## src/rtl/my_mul16.sv

```systemverilog
// Sequential shift-and-add multiplier: one conditional add per cycle, returning the
// low WIDTH bits of a*b behind valid/ready handshakes on both sides.
`timescale 1ns/1ps
module my_mul16 #(
  parameter int WIDTH      = 16,
  parameter bit EARLY_EXIT = 1'b1
) (
  input  logic             clk,
  input  logic             rst_n,
  input  logic             in_valid,
  output logic             in_ready,
  input  logic [WIDTH-1:0] a,
  input  logic [WIDTH-1:0] b,
  output logic             out_valid,
  input  logic             out_ready,
  output logic [WIDTH-1:0] out,
  output logic             busy
);

  typedef enum logic [1:0] {IDLE, RUN, DONE} state_t;

  state_t           state_reg;
  logic [WIDTH-1:0] acc_reg;
  logic [WIDTH-1:0] mcand_reg;
  logic [WIDTH-1:0] mplier_reg;
  logic [WIDTH-1:0] out_reg;
  logic [3:0]       cnt_reg;
  logic             out_valid_reg;

  logic [WIDTH-1:0] sum;
  logic [WIDTH-1:0] acc_next;
  logic [WIDTH-1:0] mplier_next;
  logic             last_iter;

  // Wrap-around adder; the carry out of the top bit is simply dropped.
  assign sum         = acc_reg + mcand_reg;
  assign acc_next    = mplier_reg[0] ? sum : acc_reg;
  assign mplier_next = mplier_reg >> 1;
  assign last_iter   = (cnt_reg == 4'(WIDTH-1)) || (EARLY_EXIT && (mplier_next == '0));

  always_ff @(posedge clk or negedge rst_n) begin
    if (!rst_n) begin
      state_reg     <= IDLE;
      acc_reg       <= '0;
      mcand_reg     <= '0;
      mplier_reg    <= '0;
      cnt_reg       <= '0;
      out_reg       <= '0;
      out_valid_reg <= 1'b0;
    end else begin
      case (state_reg)
        IDLE: begin
          if (in_valid) begin
            mcand_reg  <= a;
            mplier_reg <= b;
            acc_reg    <= '0;
            cnt_reg    <= '0;
            state_reg  <= RUN;
          end
        end
        RUN: begin
          acc_reg    <= acc_next;
          mcand_reg  <= mcand_reg << 1;
          mplier_reg <= mplier_next;
          cnt_reg    <= cnt_reg + 4'd1;
          // The result is published on the same edge as the final add.
          if (last_iter) begin
            out_reg       <= acc_next;
            out_valid_reg <= 1'b1;
            state_reg     <= DONE;
          end
        end
        DONE: begin
          if (out_ready) begin
            out_valid_reg <= 1'b0;
            state_reg     <= IDLE;
          end
        end
        default: begin
          out_valid_reg <= 1'b0;
          state_reg     <= IDLE;
        end
      endcase
    end
  end

  assign in_ready  = (state_reg == IDLE);
  assign busy      = (state_reg != IDLE);
  assign out_valid = out_valid_reg;
  assign out       = out_reg;

endmodule

```

## config.mk

```make
export PLATFORM = sky130hd
export DESIGN_NAME = my_mul16
export DESIGN_NICKNAME = d
export VERILOG_FILES = /design/src/rtl/my_mul16.sv
export SDC_FILE = /design/constraint.sdc
export NUM_CORES = 1
export LEC_CHECK = 0
export CAP_MARGIN = 10
export CORE_UTILIZATION = 40
export CTS_BUF_LIST = sky130_fd_sc_hd__clkbuf_2 sky130_fd_sc_hd__clkbuf_4 sky130_fd_sc_hd__clkbuf_8
export CTS_CLUSTER_DIAMETER = 80
export DETAILED_ROUTE_END_ITERATION = 16
export GPL_TIMING_DRIVEN = 0
export SETUP_SLACK_MARGIN = 0.5
export SLEW_MARGIN = 20
export SYNTH_ARGS = -nofsm -noshare
export SYNTH_HDL_FRONTEND = slang
export SYNTH_SLANG_ARGS = --single-unit
```

## constraint.sdc

```tcl
create_clock -name clk -period 3.34 [get_ports clk]
set_input_delay 0.501 -clock clk [delete_from_list [all_inputs] [get_ports clk]]
set_output_delay 0.501 -clock clk [all_outputs]
set_load 0.05 [all_outputs]
```

==> impl_metrics.json, run 1 <==
{
  "synthArstFlopShare_pct": 100,
  "grt_usage_pct": 21.7,
  "cap_violations": 0,
  "drt_iter0_markers": 186,
  "power_per_cell_area_nw_per_um2": 919,
  "grt.overflow.total": 0,
  "final-hold-violation-count": 0,
  "arrival_ns": 2.94,
  "worst_slew_pin_slew_ns": 0.734,
  "rsz0062_at_grt": "no",
  "viasPerCell": 5.50,
  "finalSetupViolCount": 0,
  "synth_edf_count": 0,
  "finalClockSkew_ns": 0.0117,
  "antenna_cells": 0,
  "numCtsBuffers": 9,
  "design.core.area_um2": 9330,
  "worstSetupPathType": "flop to flop",
  "yosysWarnings": 0,
  "finalPower_mw": 4.47,
  "place_inst": 594,
  "first_pass_iters": 4,
  "placed_area_um2": 4630,
  "worstSetupEndpointType": "flop",
  "synth_seq_cells": 71,
  "met2_usage_pct": 34.2,
  "postLayoutCellArea_um2": 4870,
  "holdBufCountCts": 0,
  "fp.dieW_um": 101,
  "cp-start-kind": "flop",
  "dpl.hpwl_um": 7420,
  "cts_tree": "done",
  "grt_pass1_vias": 3247,
  "gp_congestion": 0.851,
  "met1_usage_pct": 30.8,
  "initial_core_util_pct": 41.8,
  "fmax_ghz": 0.370,
  "timing.slew.headroom_pct": 51.1,
  "wl_per_cell_um": 17.0,
  "antenna_left": 0,
  "top_usage_layer": "met2",
  "die_area_um2": 10100,
  "met3_usage_pct": 2.84,
  "path_common_cell": "mux2_2",
  "htree_num_levels": 3,
  "postCtsSetupBuffers": 0,
  "netlist_instances": 410,
  "leakagePower_nw": 2.06,
  "finish.utilization_pct": 52.2,
  "required_ns": 3.58,
  "clkTransAtPathRegs_ns": 0.09,
  "drive_gt1_share_pct": 6.44,
  "clock-sinks": 71,
  "worstPathCellList": "ha_1 -> fa_2 -> a21oi_2 -> o21ai_1 -> a2111oi_2 -> nor3_1 -> xor2_1 -> mux2_2 -> mux2_2",
  "finalCritPeriodShare_pct": 80.9,
  "finalNetCount": 529,
  "rows": 35,
  "final_cells": 610,
  "holdWs_ns": 0.0143,
  "finalWirelength_um": 10400,
  "startpoint": "mcand_reg[0]$_DFFE_PN0P_",
  "port_buffers": 54,
  "hold_path_class": "primary input to asynchronous set/reset pin",
  "r2r_start": "mcand_reg[0]$_DFFE_PN0P_",
  "synthFlopType": "dfrtp_1",
  "rr_worst_depth": 9,
  "ir_drop_mv": 0.397,
  "worst-path-max-fanout": 4,
  "syn-cell-area_um2": 3900,
  "ios": 55,
  "critPathMaxStageDelay_ns": 0.42,
  "via_count": 3354,
  "r2r_end": "out[8]$_DFFE_PN0P_",
  "grt_max_degree": 55,
  "synth_nets": 463,
  "drc": 0,
  "areaGrowthSynthToFinish_pct": 24.8,
  "rrSetupSlack_ns": 0.64,
  "yosysUniqueCellTypes": 44,
  "status": "finished clean",
  "syn_area_per_cell_um2": 9.51,
  "antenna_found_initial": 0,
  "insertion_delay_ns": 0.35,
  "slew_viol_final": 0,
  "seq_area_frac_synth_pct": 45.6,
  "clock-root-buffer": "clkbuf_8",
  "critical-path-slowest-cell": "dfrtp_1",
  "grt_pass1_wl_um": 16800,
  "die_h_um": 101,
  "clockBufferDepth": 2,
  "finalCriticalPeriod_ns": 2.70
}
## report_power, final
group          total [mW]  internal, mW  switching [mW]  leakage, nW
Clock               0.794         0.434           0.360        0.110
Combinational        2.24         0.868            1.37         1.02
Sequential           1.44          1.18           0.261        0.928
## worst max-delay path by stage
stage,to,slack [ns]
final,out[8]$_DFFE_PN0P_,0.64
after global placement,mplier_reg[11]$_DFFE_PN0P_,-0.84
after CTS,out[8]$_DFFE_PN0P_,0.59
after global routing,out[8]$_DFFE_PN0P_,0.48
after detailed placement,out[12]$_DFFE_PN0P_,0.51
after floorplan,out[8]$_DFFE_PN0P_,0.81
## worst max-delay path: cells and delay by family (launching register included)
kind	cells	cell delay, ns
AOI/OAI and AO/OA	3	0.74
adders and majority gates	2	0.61
muxes	2	0.54
DFF	1	0.42
xor gates and xnor gates	1	0.16
and+or+nand+nor	1	0.12
## cell usage after synthesis, types with 5 or more instances
| cell | instances | share of area, % |
|---|---|---|
| nand3_1 | 6 | 0.77 |
| ha_1 | 16 | 5.1 |
| o21ai_0 | 51 | 6.5 |
| xnor2_1 | 8 | 1.8 |
| clkbuf_1 | 22 | 2.1 |
| nor2_1 | 13 | 1.3 |
| a21oi_1 | 31 | 4.0 |
| dfrtp_1 | 71 | 46 |
| nand2_1 | 45 | 4.3 |
| a22o_1 | 15 | 3.4 |
| a22oi_1 | 30 | 5.8 |
| o21ai_1 | 6 | 0.77 |
| xor2_1 | 5 | 1.1 |
| nor2b_1 | 21 | 3.4 |
| mux2i_1 | 13 | 3.3 |
## area by class of cell
type                       instances  area [µm²]
buffer                            27         103
clock buffer                      10         131
clock inverter                     6        93.8
fill                             901        4460
inverter                           4        15.0
multi-input combinational        308        2020
sequential                        71        1780
tap                              129         161
timing repair buffer              55         566
## cells in the final DEF, fill, tap and decap left out, types with 2 or more instances in the layout
cell,n
mux2_2,4
o21ai_1,6
o21bai_1,2
inv_1,4
a21o_1,3
nor4_1,3
a2111oi_2,2
a21oi_1,31
nand4_1,4
nor3b_1,2
a22o_1,15
or3_1,2
a22oi_1,30
o21ai_0,51
a21oi_2,2
xor2_1,5
ha_1,16
clkbuf_1,22
mux2i_1,13
nor3_1,4
o31ai_1,2
buf_1,4
clkinv_4,2
o21a_1,3
nand2_1,45
dfrtp_1,71
nor2_1,13
clkbuf_8,9
xnor2_1,8
bufinv_16,2
and2_1,2
clkdlybuf4s50_1,53
nand3_1,6
nor2b_1,21
## cell families after synthesis
kind of cell	Yosys count	synth area share [%]
DFF	71	45.6
xor gates and xnor gates	13	2.92
adders and majority gates	17	5.65
AOI/OAI and AO/OA	156	25.4
and+or+nand+nor	105	13.0
buffers and inverters	31	3.02
muxes	17	4.49
## per-stage QoR
step | setup slack, ns | TNS, ns
global placement | -0.838 | -59.07
finish | 0.639 | 0
global route | 0.479 | 0
CTS | 0.593 | 0
floorplan | 0.808 | 0
detailed placement | 0.513 | 0
## routing by layer
layer | share of wire, % | up-vias
li1 | - | 1634
met5 | 0 | -
met3 | 4.2 | 8
met2 | 47 | 72
met1 | 48 | 1640
met4 | 0.70 | 0
## what timing repair did
| action | 4_1_cts | 5_1_grt |
|---|---|---|
| resized for setup | 1 | 4 |
| pin swaps | 0 | 1 |
| endpoints found under the setup margin | 1 | 3 |
(Power assumes the default switching activity.)
==> inputs of run 2 (changes only) <==
==> constraint.sdc (replaced) <==
create_clock -name clk -period 2.8 [get_ports clk]
set_input_delay 0.42 -clock clk [delete_from_list [all_inputs] [get_ports clk]]
set_output_delay 0.42 -clock clk [all_outputs]
set_load 0.05 [all_outputs]
==> impl_metrics.json, run 2 (synthesized netlist as in run 1, its figures left out) <==
{
  "status": "finished clean",
  "die_h_um": 101,
  "port_buffers": 54,
  "grt_max_degree": 39,
  "finalCritPeriodShare_pct": 90.3,
  "grt_usage_pct": 22.0,
  "leakagePower_nw": 2.10,
  "r2r_start": "mcand_reg[0]$_DFFE_PN0P_",
  "fmax_ghz": 0.395,
  "met1_length_um": 5010,
  "initial_core_util_pct": 41.8,
  "worst_slew_pin_slew_ns": 0.739,
  "insertion_delay_ns": 0.36,
  "dpl.hpwl_um": 7300,
  "wl_met3_um": 385,
  "first_pass_iters": 4,
  "hold_path_class": "primary input to asynchronous set/reset pin",
  "viasPerCell": 5.48,
  "rsz0062_at_grt": "yes",
  "startpoint": "mcand_reg[0]$_DFFE_PN0P_",
  "cap_violations": 0,
  "finalSetupViolCount": 0,
  "clkTransAtPathRegs_ns": 0.08,
  "clockBufferDepth": 2,
  "final-hold-violation-count": 0,
  "drive_gt1_share_pct": 13.3,
  "clock-sinks": 71,
  "gp_congestion": 0.863,
  "finalPower_mw": 5.49,
  "finalCriticalPeriod_ns": 2.53,
  "required_ns": 3.04,
  "rr_worst_depth": 9,
  "worstSetupEndpointType": "flop",
  "slew_viol_final": 0,
  "numCtsBuffers": 9,
  "timing.slew.headroom_pct": 50.8,
  "clock-root-buffer": "clkbuf_8",
  "wl_per_cell_um": 17.2,
  "antenna_cells": 0,
  "nFillCells": 891,
  "cts_tree": "done",
  "arrival_ns": 2.77,
  "die_area_um2": 10100,
  "cp-start-kind": "flop",
  "multi_input_area_um2": 2210,
  "grt.overflow.total": 0,
  "htree_num_levels": 3,
  "antenna_found_initial": 0,
  "dp_slack_ns": 0.107,
  "regArea_um2": 1780,
  "drt_iter0_markers": 170,
  "via_count": 3380,
  "antenna_left": 0,
  "grt_pass1_wl_um": 17000,
  "drc": 0,
  "finalClockSkew_ns": 0.00870,
  "holdBufCountCts": 0,
  "fin_ws_ns": 0.271,
  "design.core.area_um2": 9330,
  "grt_pass1_vias": 3385,
  "areaGrowthSynthToFinish_pct": 30.3,
  "ios": 55,
  "ir_drop_mv": 0.478,
  "worst-path-max-fanout": 3,
  "worstSetupPathType": "flop to flop",
  "rows": 35,
  "final_common_cell": "dfrtp_1",
  "final_cell_mix": "dfrtp_1, o21ai_0, clkdlybuf4s50_1",
  "setup-tns-final_ns": 0,
  "fp.dieW_um": 101,
  "power_per_cell_area_nw_per_um2": 1080,
  "finalWirelength_um": 10600,
  "met2_length_um": 5050,
  "highest_layer": "met4",
  "finalNetCount": 536
}
## run 2: layout make-up
cell class	instances	area share, %
clock inverters	6	1.38
inverters	4	0.295
repair buffers	62	11.9
flip-flops and latches	71	35.0
clock buffers	10	2.59
well taps	129	3.18
multi-input cells	308	43.4
plain buffers	27	2.22
## run 2: path summary, 6_finish.rpt
check | endpoint | slack, ns
setup / recovery | out[8]$_DFFE_PN0P_ | 0.27
hold / removal | acc_reg[7]$_DFFE_PN0P_ | 0.007
setup reg to reg | out[8]$_DFFE_PN0P_ | 0.27
hold reg to reg | out[5]$_DFFE_PN0P_ | 0.48
max in group asynchronous | mcand_reg[11]$_DFFE_PN0P_ | 2.21
min in group clk | out[5]$_DFFE_PN0P_ | 0.48
## run 2: routing by layer
| metal | up-vias | track usage [%] |
|---|---|---|
| met4 | 0 | 7.02 |
| met2 | 73 | 35.8 |
| met5 | - | 0 |
| met1 | 1651 | 30.5 |
| li1 | 1643 | - |
| met3 | 13 | 2.77 |
## run 2: worst max-delay path, cell delays in order, from the launching register on
cell       delay (ns)
dfrtp_1          0.40
ha_2             0.19
fa_2             0.39
a21oi_4          0.19
o21ai_2          0.11
a2111oi_4        0.36
nor3_2           0.08
xor2_1           0.16
mux2_2           0.27
mux2_2           0.26
## run 2: power breakdown
group,internal [mW],switching [mW],leakage (nW)
logic,1.19,1.71,1.08
clock network,0.426,0.423,0.0925
registers,1.40,0.338,0.926
total,3.02,2.47,2.10
## run 2: repair_timing
item	4_1_cts	5_1_grt
buffers inserted	6	1
gates resized for setup	20	23
endpoints found under the setup margin	14	22
pin swaps	5	8
## run 2: metrics by stage
| stage | area, µm² | util (%) | instances | hold WS (ns) |
|---|---|---|---|---|
| finish | 5080 | 54.5 | 617 | 0.00703 |
| floorplan | 3910 | - | 410 | 0.124 |
| global placement | 4610 | 49.4 | 593 | 0.460 |
| CTS | 4970 | 53.3 | 616 | 0.0186 |
| detailed placement | 4630 | 49.6 | 594 | 0.407 |
| global route | 5080 | 54.5 | 617 | 0.0310 |
